`src/rtl/jcpu_pkg.sv`:
```
// ============================================================================
// jcpu_pkg -- shared FSM encoding and phase table for the CPU clock controller
// Rev 1.0
// ============================================================================
`default_nettype none

package jcpu_pkg;

    typedef enum logic [2:0] {
        ST_IDLE   = 3'd0,
        ST_RUN    = 3'd1,
        ST_SINSTR = 3'd2,
        ST_SCYC   = 3'd3,
        ST_DRAIN  = 3'd4
    } state_t;

    localparam logic [1:0] PH_P0      = 2'd0;
    localparam logic [1:0] PH_P3      = 2'd3;
    localparam logic [2:0] STEP_FIRST = 3'd0;
    localparam logic [2:0] STEP_LAST  = 3'd5;
    localparam logic [0:5] BOS_FIRST  = 6'b100000;

    // {wclk, wclkd} driven while the phase counter sits at ph
    function automatic logic [1:0] phase_clks(input logic [1:0] ph);
        logic [1:0] clks;
        case (ph)
            2'd0:    clks = 2'b10;
            2'd1:    clks = 2'b11;
            2'd2:    clks = 2'b01;
            default: clks = 2'b00;
        endcase
        return clks;
    endfunction

endpackage

`default_nettype wire

```
`src/rtl/jphase_gen.sv`:
```
// ============================================================================
// jphase_gen -- DIV prescaler plus 2-bit phase counter with registered clocks
// Rev 1.0
// ============================================================================
`default_nettype none

module jphase_gen
    import jcpu_pkg::*;
#(
    parameter int DIV = 1
) (
    input  logic clk,
    input  logic reset,
    input  logic en,
    output logic wrap,
    output logic wclk,
    output logic wclkd,
    output logic wclke,
    output logic wclks
);

    localparam logic [7:0] PRE_LAST = 8'(DIV - 1);
    localparam logic [1:0] P0_CLKS  = phase_clks(PH_P0);

    logic [7:0] r_pre;
    logic [1:0] r_phase;
    logic       w_tick;
    logic [1:0] w_next;
    logic [1:0] w_clks;

    assign w_tick = en && (r_pre == PRE_LAST);
    assign w_next = r_phase + 2'd1;
    assign w_clks = phase_clks(w_next);
    assign wrap   = w_tick && (r_phase == PH_P3);

    // All four clock outputs load from the next phase, so none of them is a
    // combinational decode that could glitch.
    always_ff @(posedge clk or negedge reset) begin
        if (!reset) begin
            r_pre   <= 8'd0;
            r_phase <= PH_P0;
            wclk    <= P0_CLKS[1];
            wclkd   <= P0_CLKS[0];
            wclke   <= |P0_CLKS;
            wclks   <= &P0_CLKS;
        end else if (!en) begin
            r_pre <= 8'd0;
        end else if (w_tick) begin
            r_pre   <= 8'd0;
            r_phase <= w_next;
            wclk    <= w_clks[1];
            wclkd   <= w_clks[0];
            wclke   <= |w_clks;
            wclks   <= &w_clks;
        end else begin
            r_pre <= r_pre + 8'd1;
        end
    end

endmodule

`default_nettype wire

```
`src/rtl/jstep_ctl.sv`:
```
// ============================================================================
// jstep_ctl -- run / single-instruction / single-cycle controller for CPU phases
// Rev 1.0
// ============================================================================
`default_nettype none

module jstep_ctl
    import jcpu_pkg::*;
#(
    parameter int DIV = 1
) (
    input  logic        clk,
    input  logic        reset,
    input  logic        start,
    input  logic        stop,
    input  logic        step_instr,
    input  logic        step_cycle,
    input  logic        halt,
    output logic        wclk,
    output logic        wclkd,
    output logic        wclke,
    output logic        wclks,
    output logic [0:5]  bos,
    output logic        running,
    output logic [15:0] icount
);

    state_t     r_state;
    logic [2:0] r_step;
    logic       w_active;
    logic       w_wrap;
    logic       w_boundary;
    logic       w_cmd_ok;

    assign w_active   = (r_state != ST_IDLE);
    assign w_boundary = w_wrap && (r_step == STEP_LAST);
    assign w_cmd_ok   = !halt && !(start && stop);

    jphase_gen #(
        .DIV   (DIV)
    ) u_phase (
        .clk   (clk),
        .reset (reset),
        .en    (w_active),
        .wrap  (w_wrap),
        .wclk  (wclk),
        .wclkd (wclkd),
        .wclke (wclke),
        .wclks (wclks)
    );

    // Every exit to IDLE happens on a phase wrap, so the phase generator is
    // already back at p0 when its enable drops.
    always_ff @(posedge clk or negedge reset) begin
        if (!reset) begin
            r_state <= ST_IDLE;
            r_step  <= STEP_FIRST;
            bos     <= BOS_FIRST;
            running <= 1'b0;
            icount  <= 16'd0;
        end else begin
            if (w_wrap) begin
                r_step <= w_boundary ? STEP_FIRST : r_step + 3'd1;
                bos    <= {bos[5], bos[0:4]};
            end
            if (w_boundary) begin
                icount <= icount + 16'd1;
            end

            case (r_state)
                ST_IDLE: begin
                    if (w_cmd_ok) begin
                        if (start) begin
                            r_state <= ST_RUN;
                            running <= 1'b1;
                        end else if (step_instr) begin
                            r_state <= ST_SINSTR;
                            running <= 1'b1;
                        end else if (step_cycle) begin
                            r_state <= ST_SCYC;
                            running <= 1'b1;
                        end
                    end
                end
                ST_RUN: begin
                    if (stop || halt) begin
                        r_state <= ST_DRAIN;
                    end
                end
                ST_SINSTR, ST_DRAIN: begin
                    if (w_boundary) begin
                        r_state <= ST_IDLE;
                        running <= 1'b0;
                    end
                end
                ST_SCYC: begin
                    if (w_wrap) begin
                        r_state <= ST_IDLE;
                        running <= 1'b0;
                    end
                end
                default: begin
                    r_state <= ST_IDLE;
                    running <= 1'b0;
                end
            endcase
        end
    end

endmodule

`default_nettype wire

```
`config.mk`:
```
export PLATFORM = sky130hd
export DESIGN_NAME = jstep_ctl
export DESIGN_NICKNAME = d
export VERILOG_FILES = /design/src/rtl/jcpu_pkg.sv /design/src/rtl/jphase_gen.sv /design/src/rtl/jstep_ctl.sv
export SDC_FILE = /design/constraint.sdc
export NUM_CORES = 1
export LEC_CHECK = 0
export CAP_MARGIN = 10
export CELL_PAD_IN_SITES_DETAIL_PLACEMENT = 0
export CELL_PAD_IN_SITES_GLOBAL_PLACEMENT = 1
export CORE_ASPECT_RATIO = 0.7
export CORE_MARGIN = 3
export CORE_UTILIZATION = 41
export DETAILED_ROUTE_END_ITERATION = 8
export PLACE_DENSITY = 0.74
export SETUP_SLACK_MARGIN = 0.05
export SLEW_MARGIN = 20
export SYNTH_ARGS = -nofsm -noshare
export SYNTH_HDL_FRONTEND = slang
export SYNTH_SLANG_ARGS = --single-unit
```
`constraint.sdc`:
```
create_clock -name clk -period 2.62 [get_ports clk]
set_clock_uncertainty 0.2 [all_clocks]
set_input_delay 0.393 -clock clk [delete_from_list [all_inputs] [get_ports clk]]
set_output_delay 0.393 -clock clk [all_outputs]
set_load 0.03 [all_outputs]
```
=== Word-level counts from Yosys, hierarchy flattened ===
Cells that the tools add are included.

* Word-level logic and storage cells: 66
* Register bits after elaboration: 43
* Output and inout bits: 27
* Bits of input ports: 7

* Bitwise logic cells: 1
* Muxes and demuxes: 19
* $add $sub $neg: 4
* Equal/unequal tests: 13
* Reduce and logical (&&, ||, !) cells: 18

{| class="wikitable"
|+ Operators with widths
! cell !! number
|-
| $mux W3 || 8
|-
| $add A16 B1 Y16 const B || 1
|-
| $mux W8 || 2
|-
| $pmux W3 S4 || 1
|-
| $reduce_and A5 Y1 || 2
|-
| $add A8 B1 Y8 const B || 1
|-
| $logic_not A8 Y1 || 1
|-
| $ne A2 B2 Y1 const B || 4
|-
| $eq A3 B2 Y1 const B || 2
|-
| $eq A3 B3 Y1 const B || 2
|-
| $mux W1 || 6
|-
| $pmux W2 S3 || 1
|-
| $logic_and A1 B1 Y1 || 5
|-
| $eq A2 B2 Y1 const B || 2
|-
| $ne A4 B4 Y1 const B || 1
|-
| $pmux W1 S4 || 1
|-
| $reduce_and A2 Y1 || 2
|-
| $reduce_or A2 Y1 || 2
|-
| $add A3 B1 Y3 const B || 1
|-
| $eq A3 B1 Y1 const B || 1
|-
| $logic_not A3 Y1 || 1
|-
| $reduce_bool A3 Y1 || 1
|-
| $add A2 B1 Y2 const B || 1
|-
| $eq A2 B1 Y1 const B || 1
|-
| other kinds (4) || 5
|}

=== Logic depth before layout (Yosys ltp) ===
Gate-level depths: netlist (run 1).

* Word-level depth: 6
* Depth in mapped cells: 7
* Gate-level depth less buffers: 6

=== Modules after synthesis ===
Synthesis (run 1) repeated with hierarchy kept, for this count alone.

* Cells, all modules: 179
* Area, all modules: 2,045.7 um^2

{| class="wikitable"
|+ Modules (own cells, without submodules)
! module !! sequential area each (um^2) !! instances !! area an instance (um^2) !! cells an instance
|-
| jstep_ctl || 726.9 || 1 || 1,321.3 || 117
|-
| jphase_gen || 352.8 || 1 || 724.4 || 62
|}

=== Worst setup path before layout (run 1) ===
No wires, ideal clock.

* Kind: register to register
* Start: register u_phase.r_pre[0]
* End: register icount[1]
* Clock period less this slack: 1,986 ps
* Data required time: 2,295 ps
* Path buffers: 0
* Slack: 634 ps
* Cell stages (with the launch flop): 7
* Library setup time: 125 ps
* Data arrival time: 1,662 ps
* Cells stage by stage: dfrtp_1 > inv_1 > ha_1 > nor3b_2 > nand4_4 > nor2_1 > mux2_2

* Word-level cells in the longest chain between the ends: 4

{| class="wikitable"
|+ Ends and longest elaborated chain
! what !! line !! source
|-
| start, declared || jphase_gen.sv:25 || <nowiki>logic [7:0] r_pre;</nowiki>
|-
| start signal, assigned || jphase_gen.sv:56 || <nowiki>r_pre <= r_pre + 8'd1;</nowiki>
|-
| $logic_not A8 Y1 || jphase_gen.sv:31 || <nowiki>assign w_tick = en && (r_pre == PRE_LAST);</nowiki>
|-
| $logic_and A1 B1 Y1 || jphase_gen.sv:31 ||
|-
| $logic_and A1 B1 Y1 || jphase_gen.sv:34 || <nowiki>assign wrap = w_tick && (r_phase == PH_P3);</nowiki>
|-
| $logic_and A1 B1 Y1 || jstep_ctl.sv:36 || <nowiki>assign w_boundary = w_wrap && (r_step == STEP_LAST);</nowiki>
|-
| end signal, assigned || jstep_ctl.sv:67 || <nowiki>icount <= icount + 16'd1;</nowiki>
|-
| end, declared || jstep_ctl.sv:25 || <nowiki>output logic [15:0] icount</nowiki>
|}

No other way between the ends.
A chain may end at the register's enable or synchronous reset.

=== Worst setup path in the final report (run 1) ===
* Start: register u_phase.r_pre[0]
* End: register icount[15]

The elaborated chain is that of the path after synthesis.

==> metrics.cfg, run 1 <==
[status]
status=complete, no violations

[critical_path]
arrival_ns=2.22
worstPathMaxFanout=8
critPathKind=flip-flop to flip-flop
end_kind=flip-flop
worstPathRequired_ns=2.63
crit_path_start_kind=flip-flop

[pwr]
p_switching_w=0.0006150
netSwitchingFraction=0.3200
p_int_w=0.001307
ir_worst_vdd_mv=0.3383
power_density_nw_per_um2=747.8
clockPowerShare=0.254
leakagePower_nw=1.212
combPwrFrac=0.301
p_seq_frac=0.445

[sta]
finalSetupViolCount=0
hold_viol_final=0
slew_viol_final=0
relSlewSlack=0.3792
setup_tns_ns=0
fin_crit_ns=2.208
post-route-period-util=0.8429
fmax_ghz=0.4528
rsz0062_at_grt=false
worstMarginPinSlew_ns=0.9313

[clocking]
cts_num_sinks=43
htree_levels=2
cts_hold_buffers=0
cts_root_buffer=clkbuf_8
cts_resized=0
cts_tree=built
clk_pin_slew_worst_paths_ns=0.07
clk_latency_ns=0.29
post_cts_buffers=0
cts_buffers=5
clock_path_buffers=2

[route]
drtIter0Drc=91
drt-wirelength-per-cell_um=14.17
drc_errors=0
firstDrtPassIters=4
ant_nets=0
vias_per_cell=5.098
via_count=1463
finalWirelength_mm=4.066

[synth]
synth_mux_area_frac=0.04909
synth_compound_area_frac=0.05212
synth-seq-area-share=0.5230
synthAdderAreaFrac=0.04848
synthXorXnorAreaFrac=0.1018
syn_avg_cell_area_sq_um=11.28
synth_area_sq_um=2064
synth-simple-area-share=0.2085
syn_inst=183
synth_top_family_by_area=simple AND/OR/NAND/NOR gates
synth_nets=198
ys_ff_latch=43
yosys_warnings=0
async_flop_share=1.000
synth_edf_count=0
synthFlopType=dfrtp_1
synth.distinct_cells=37

[job]
cap_violations=0

[finish]
final_common_cell=dfrtp_1
final_cell_mix=dfrtp_1, clkdlybuf4s50_1, xor2_1
fillerInstances=401
drive_gt1_frac=0.1176
area_growth_syn_to_layout_pct=24.48
fin_area_sq_um=2570
diodes=0
nets=236

[die]
die_area_sq_um=5937
dieWidth_um=90.82
start_util=0.4508
num_rows=20
fp.coreArea_sq_um=4579
fp.dieH_um=65.37
io_pins=34

[place]
hpwl_mm=2.910
placed_area_sq_um=2467
port_buffers=33
routabilityCongestion=0.8243

[global_route]
antenna_found_initial=0
grt_pass1_wl_mm=7.396
grt_max_degree=44
grtUsageTotal=0.1561
overflow=0
grt_pass1_vias=1530

[worst_hold_path]
hold_class=primary input to asynchronous set/reset pin

==> area by class of cell <==
| cell class | count | area, sq um | area share |
|---|---|---|---|
| flip-flops and latches | 43 | 1080 | 0.4202 |
| multi-input cells | 131 | 949.7 | 0.3695 |
| repair buffers | 34 | 332.8 | 0.1295 |
| well taps | 66 | 82.58 | 0.03213 |
| clock buffers | 6 | 72.57 | 0.02824 |
| clock inverters | 1 | 30.03 | 0.01168 |
| inverters | 6 | 22.52 | 0.008763 |
==> Yosys cell counts, types with 2 or more instances <==
| cell type | number | area share |
|---|---|---|
| xor2_1 | 21 | 0.089 |
| nor3_1 | 12 | 0.029 |
| nor2b_1 | 2 | 0.0061 |
| nand2_1 | 14 | 0.025 |
| a221o_1 | 2 | 0.0097 |
| nor4_1 | 4 | 0.012 |
| and2_1 | 2 | 0.0061 |
| ha_1 | 8 | 0.048 |
| inv_1 | 6 | 0.011 |
| dfstp_2 | 3 | 0.038 |
| nor2_1 | 12 | 0.022 |
| xnor2_1 | 3 | 0.013 |
| dfrtp_1 | 40 | 0.48 |
| a21o_1 | 3 | 0.011 |
| and4_1 | 2 | 0.0085 |
| nand4_1 | 3 | 0.0091 |
| and3_1 | 3 | 0.0091 |
| mux2_2 | 9 | 0.049 |
| nand3_1 | 11 | 0.027 |
| o21ai_0 | 6 | 0.015 |
==> cells by family after synthesis <==
kind of cell,Yosys count
AO/OA/AOI/OAI,15
XOR/XNOR,24
adder cells (fa/ha/maj),8
multiplexers,9
AND/OR/NAND/NOR,75
flip-flops,43
buffers and inverters,9
==> per-stage QoR <==
| stage | total power, W | instances | setup WS (ns) | utilization | hold slack (ns) |
|---|---|---|---|---|---|
| finish | 0.001922 | 287 | 0.4116 | 0.5612 | 0.04132 |
| global route | 0.002052 | 287 | 0.2534 | 0.5612 | 0.1101 |
| CTS | 0.001950 | 287 | 0.4249 | 0.5612 | 0.07256 |
| detailed placement | 0.001453 | 280 | 0.4608 | 0.5388 | 0.2699 |
| global placement | 0.001422 | 280 | 0.5017 | 0.5388 | 0.2619 |
| floorplan | 0.001262 | 183 | 0.6336 | - | -0.1026 |
==> state kept, by name (all words and copies together) (netlist names), 2 cells and up <==
| register | cells |
|---|---|
| icount | 16 |
| u_phase.r_pre | 8 |
| bos | 6 |
| r_state | 3 |
| r_step | 3 |
| u_phase.r_phase | 2 |
==> metal layers <==
metal,routed length (um),GRT usage
met2,1896,0.2567
met5,0,0
met3,180,0.04119
met4,55,0.05639
met1,1934,0.2009
==> path summary, 6_finish.rpt <==
kind | from | to | slack (ns) | depth (start not counted)
setup / recovery | u_phase.r_pre[0] | icount[15] | 0.41 | 6
hold / removal | reset | u_phase.wclks | 0.04 | 1
setup reg to reg | u_phase.r_pre[0] | icount[15] | 0.41 | 6
hold reg to reg | u_phase.wclkd | u_phase.wclkd | 0.28 | 2
max in group asynchronous | reset | icount[14] | 1.61 | 1
min in group clk | u_phase.wclkd | u_phase.wclkd | 0.28 | 2
==> power groups by stage <==
stage	clock network, W	logic, W	registers [W]
floorplan	0	0.000326	0.000936
global placement	0	0.000561	0.000860
detailed placement	0	0.000583	0.000870
CTS	0.000508	0.000586	0.000857
global route	0.000540	0.000642	0.000870
finish	0.000488	0.000578	0.000855
==> critical path, stage by stage (launching register included) <==
cell,delay [ns]
dfrtp_1,0.43
inv_1,0.08
ha_1,0.13
nor3b_2,0.38
nand4_2,0.32
nor4_1,0.42
xor2_1,0.18
Note: power is estimated with default switching activity, not from simulation.
==> run 2: changes to the inputs <==
- CORE_UTILIZATION: 41 -> 37
- PLACE_DENSITY: 0.74 -> 0.7
- clock period: 2.62 -> 1.8 ns (I/O delays scaled with it)
==> run 2 against run 1 <==
Effect of this change: the flow now finishes with violations (negative setup slack); register-to-register slack lost 0.53 ns; sequential share of layout area down 8.6 points; final area rose by 26%; critical path type unchanged.
==> metrics.cfg, run 2 (synthesis results as in run 1) <==
[pwr]
ir_worst_vdd_mv=0.4427
p_int_w=0.002124
clockPowerShare=0.187
p_switching_w=0.001137
p_seq_frac=0.371
power_density_nw_per_um2=1007
combPwrFrac=0.442
netSwitchingFraction=0.3486
leakagePower_nw=1.786
power_w=0.003261

[die]
die_area_sq_um=6526
start_util=0.3886
dieWidth_um=95.28
io_pins=34
num_rows=22
fp.coreArea_sq_um=5313
fp.dieH_um=68.50

[sta]
rsz0062_at_grt=true
slew_viol_final=0
setup_tns_ns=-1.341
hold_viol_final=0
worstMarginPinSlew_ns=0.3908
finalSetupViolCount=27
fin_ws_ns=-0.1173
post-route-period-util=1.065
fmax_ghz=0.5216
fin_crit_ns=1.917
relSlewSlack=0.7394

[finish]
fin_area_sq_um=3238
nets=283
largest_reg_flops=16
fin_util=0.6095
final_common_cell=dfrtp_1
final_cell_mix=dfrtp_1, buf_4, dlygate4sd2_1
top_register=icount
reg_top3=icount: 16 flops, u_phase.r_pre: 8 flops, bos: 6 flops
diodes=0
area_growth_syn_to_layout_pct=56.85
fillerInstances=415
drive_gt1_frac=0.3806

[place]
port_buffers=33
placed_area_sq_um=2711
hpwl_mm=3.300
dp_slack_ns=-0.1877
routabilityCongestion=0.8269

[clocking]
cts_root_buffer=clkbuf_8
clk_pin_slew_worst_paths_ns=0.08
cts_num_sinks=43
cts_tree=built
clock_path_buffers=2
htree_levels=2
clk_latency_ns=0.29
cts_buffers=5

[critical_path]
worstPathMaxFanout=7
reg2reg_depth=7
arrival_ns=1.93
crit_path_start_kind=flip-flop
worstPathRequired_ns=1.82
end_kind=flip-flop
critPathKind=flip-flop to flip-flop

[global_route]
grt_pass1_vias=1645
grt_pass1_wl_mm=7.755
grt_max_degree=21
antenna_found_initial=0
overflow=0
grtUsageTotal=0.1539

[status]
status=complete, but fails checks
violations=negative setup slack

[route]
via_count=1720
finalWirelength_mm=4.952
drc_errors=0
firstDrtPassIters=4
drtIter0Drc=36
drt-wirelength-per-cell_um=14.56
ant_nets=0
vias_per_cell=5.059

[job]
cap_violations=0

[worst_hold_path]
hold_class=primary input to asynchronous set/reset pin

==> run 2: path summary, 6_finish.rpt <==
kind | endpoint | start | slack (ns)
worst max register to register | icount[13] | u_phase.r_pre[3] | -0.12
worst max-delay path | icount[13] | u_phase.r_pre[3] | -0.12
min in group clk | u_phase.wclk | u_phase.wclk | 0.27
max in group asynchronous | bos[0] | reset | 0.64
worst min-delay path | u_phase.wclks | reset | 0.23
worst min register to register | u_phase.wclk | u_phase.wclk | 0.27
==> run 2: per-layer routing <==
layer  part of all wire  up-vias  track usage  wire length [um]
met2               0.50       40       0.2563              2458
met5                  0        -            0                 0
met1               0.45      854       0.2015              2217
li1                   -      817            -                 -
met3              0.043        9      0.03579               215
met4              0.012        0      0.04676                59
==> run 2: what timing repair did <==
action | CTS | global route
setup endpoints to repair | 60 | 42
setup buffers | 10 | 8
hold buffers | 1 | 0
resized for setup | 63 | 23
gates cloned | 2 | 0
pin swaps | 25 | 13
endpoints found under the hold margin | 14 | 0
==> run 2: metrics by stage <==
step | hold slack, ns | instances
floorplan | -0.2256 | 183
global placement | 0.01524 | 312
detailed placement | 0.01035 | 312
CTS | 0.2334 | 332
global route | 0.2585 | 340
finish | 0.2313 | 340
==> run 2: cell type report <==
type | instances | area [sq um] | share of cell area
inverter | 6 | 22.52 | 0.006955
multi-input combinational | 132 | 1222 | 0.3775
sequential | 43 | 1084 | 0.3346
clock inverter | 1 | 5.005 | 0.001546
clock buffer | 6 | 82.58 | 0.02550
timing repair buffer | 80 | 732.0 | 0.2260
tap | 72 | 90.09 | 0.02782
==> run 2: worst max-delay path, cell delays in order, from the launching register on <==
cell and delay (ns):
dfrtp_1 0.42, nor4_4 0.29, buf_6 0.17, buf_6 0.11
nand4_4 0.17, buf_4 0.19, nor3_4 0.12, xor2_1 0.17
==> run 2: power groups by stage <==
stage / clock network [W] / logic (W) / registers, W
after floorplan: 0 / 0.000502 / 0.00136
after global placement: 0 / 0.00106 / 0.00121
after CTS: 0.000635 / 0.00131 / 0.00121
after global routing: 0.000663 / 0.00157 / 0.00123
after detailed placement: 0 / 0.00110 / 0.00122
final: 0.000610 / 0.00144 / 0.00121
==> run 3: changes to the inputs <==
- CORE_MARGIN: 3 -> 2
==> run 3 against run 2 <==
Effect of this change: the flow still finishes with violations (negative setup slack); cell count down 3.5%; hold slack better by 0.010 ns; clock power grew 22%; clock-buffer cell count increased by 1; routed wire length is 4.9% lower; sequential share of layout area up 1.9 points; sequential power about the same; non-clock buffer count decreased by 12; critical path type unchanged; critical endpoint is now icount[1]; largest cell class unchanged; largest power group unchanged.
==> metrics.cfg, run 3 (synthesis results as in run 1) <==
[pwr]
leakagePower_nw=1.611
ir_worst_vdd_mv=0.6191
power_density_nw_per_um2=1049

[clocking]
cts_buffers=5
htree_levels=2
clock_path_buffers=2
cts_num_sinks=43
cts_tree=built
cts_root_buffer=clkbuf_8
clk_latency_ns=0.29
clk_pin_slew_worst_paths_ns=0.08

[sta]
slew_viol_final=0
relSlewSlack=0.7122
hold_viol_final=0
fin_crit_ns=1.951
fin_ws_ns=-0.1507
fmax_ghz=0.5126
finalSetupViolCount=25
timing.hold.ws_ns=0.2417
setup_tns_ns=-2.080
post-route-period-util=1.084
worstMarginPinSlew_ns=0.4318
rsz0062_at_grt=true

[finish]
diodes=0
final_cell_mix=dfrtp_1, dlygate4sd2_1, buf_4
fin_util=0.5775
reg_top3=icount: 16 flops, u_phase.r_pre: 8 flops, bos: 6 flops
area_growth_syn_to_layout_pct=48.61
final_cell_count_no_fill=328
nets=270
drive_gt1_frac=0.3320
final_common_cell=dfrtp_1
top_register=icount
largest_reg_flops=16

[die]
die_area_sq_um=6203
num_rows=22
fp.coreArea_sq_um=5313
fp.dieH_um=66.50
start_util=0.3886
io_pins=34
dieWidth_um=93.28

[critical_path]
worstReg2RegStart=u_phase.r_pre[1]
critPathKind=flip-flop to flip-flop
reg2reg_to=icount[1]
reg2reg_depth=8
startpoint=u_phase.r_pre[1]
arrival_ns=1.93
crit_end=icount[1]
crit_path_start_kind=flip-flop
worstPathMaxFanout=9
reg2reg_setup_slack_ns=-0.15
worstPathRequired_ns=1.78
end_kind=flip-flop

[place]
hpwl_mm=3.185
routabilityCongestion=0.8498
dp_slack_ns=-0.1737
post-place-cells=310
port_buffers=33

[global_route]
antenna_found_initial=0
grtUsageTotal=0.1613
overflow=0
grt_pass1_wl_mm=7.790
grt_pass1_vias=1648
grt_max_degree=27

[route]
firstDrtPassIters=4
vias_per_cell=4.966
drtIter0Drc=89
finalWirelength_mm=4.707
ant_nets=0
via_count=1629
drc_errors=0
drt-wirelength-per-cell_um=14.35

[status]
status=complete, but fails checks
violations=negative setup slack

[job]
cap_violations=0

[worst_hold_path]
hold_class=primary input to asynchronous set/reset pin

[run 3: cell types whose count changed in the layout (fill, tap and decap cells not counted), sizes merged]
cell / delta
buf: -13
dlygate4sd2: -1
clkdlybuf4s15: +1
bufinv: +1
clkinv: -1
nand4: -1
clkbuf: +2
[run 3: layer usage]
| layer | GRT usage | vias up | part of all wire |
|---|---|---|---|
| met5 | 0 | - | 0 |
| met4 | 0.03860 | 0 | 0.0045 |
| met3 | 0.03846 | 4 | 0.039 |
| met2 | 0.2608 | 32 | 0.47 |
| met1 | 0.2209 | 806 | 0.49 |
| li1 | - | 787 | - |
[run 3: power by group]
group	internal [W]	leakage, nW	switching [W]
combinational	0.000627	0.990	0.000648
sequential	0.00112	0.569	0.0000830
clock	0.000416	0.0524	0.000328
[run 3: timing repair]
action	CTS	global route
endpoints found under the hold margin	16	0
cloned	0	1
resized for setup	41	26
hold buffers	1	0
endpoints found under the setup margin	61	42
pin swaps	5	9
setup buffers	6	2
[run 3: area by class of cell]
class	count	area, sq um
fill	439	2245
inverter	6	22.52
clock buffer	7	76.32
multi-input combinational	131	1139
sequential	43	1084
timing repair buffer	68	626.9
tap	72	90.09
clock inverter	1	30.03
[run 3: worst min-delay path by stage]
| stage | startpoint | endpoint | slack (ns) |
|---|---|---|---|
| 4_1_cts | reset | icount[4] | 0.26 |
| 3_3_place_gp | reset | bos[2] | 0.02 |
| 3_5_place_dp | reset | bos[2] | 0.04 |
| 5_1_grt | u_phase.wclke | u_phase.wclke | 0.27 |
| 2_1_floorplan | reset | bos[1] | -0.23 |
| 6_report | reset | bos[2] | 0.24 |
[run 3: per-stage QoR]
| step | power, W | cell area (sq um) |
|---|---|---|
| floorplan | 0.001866 | 2101 |
| global placement | 0.002268 | 2696 |
| detailed placement | 0.002306 | 2696 |
| CTS | 0.003077 | 2899 |
| global route | 0.003419 | 3068 |
| finish | 0.003219 | 3068 |
[run 3: worst max-delay path, cell delays in order (launching register included)]
cell     delay [ns]
dfrtp_1        0.38
inv_1          0.06
ha_1           0.14
nor3b_4        0.21
buf_4          0.15
nand4_4        0.10
buf_12         0.17
nor2_4         0.11
mux2_4         0.30
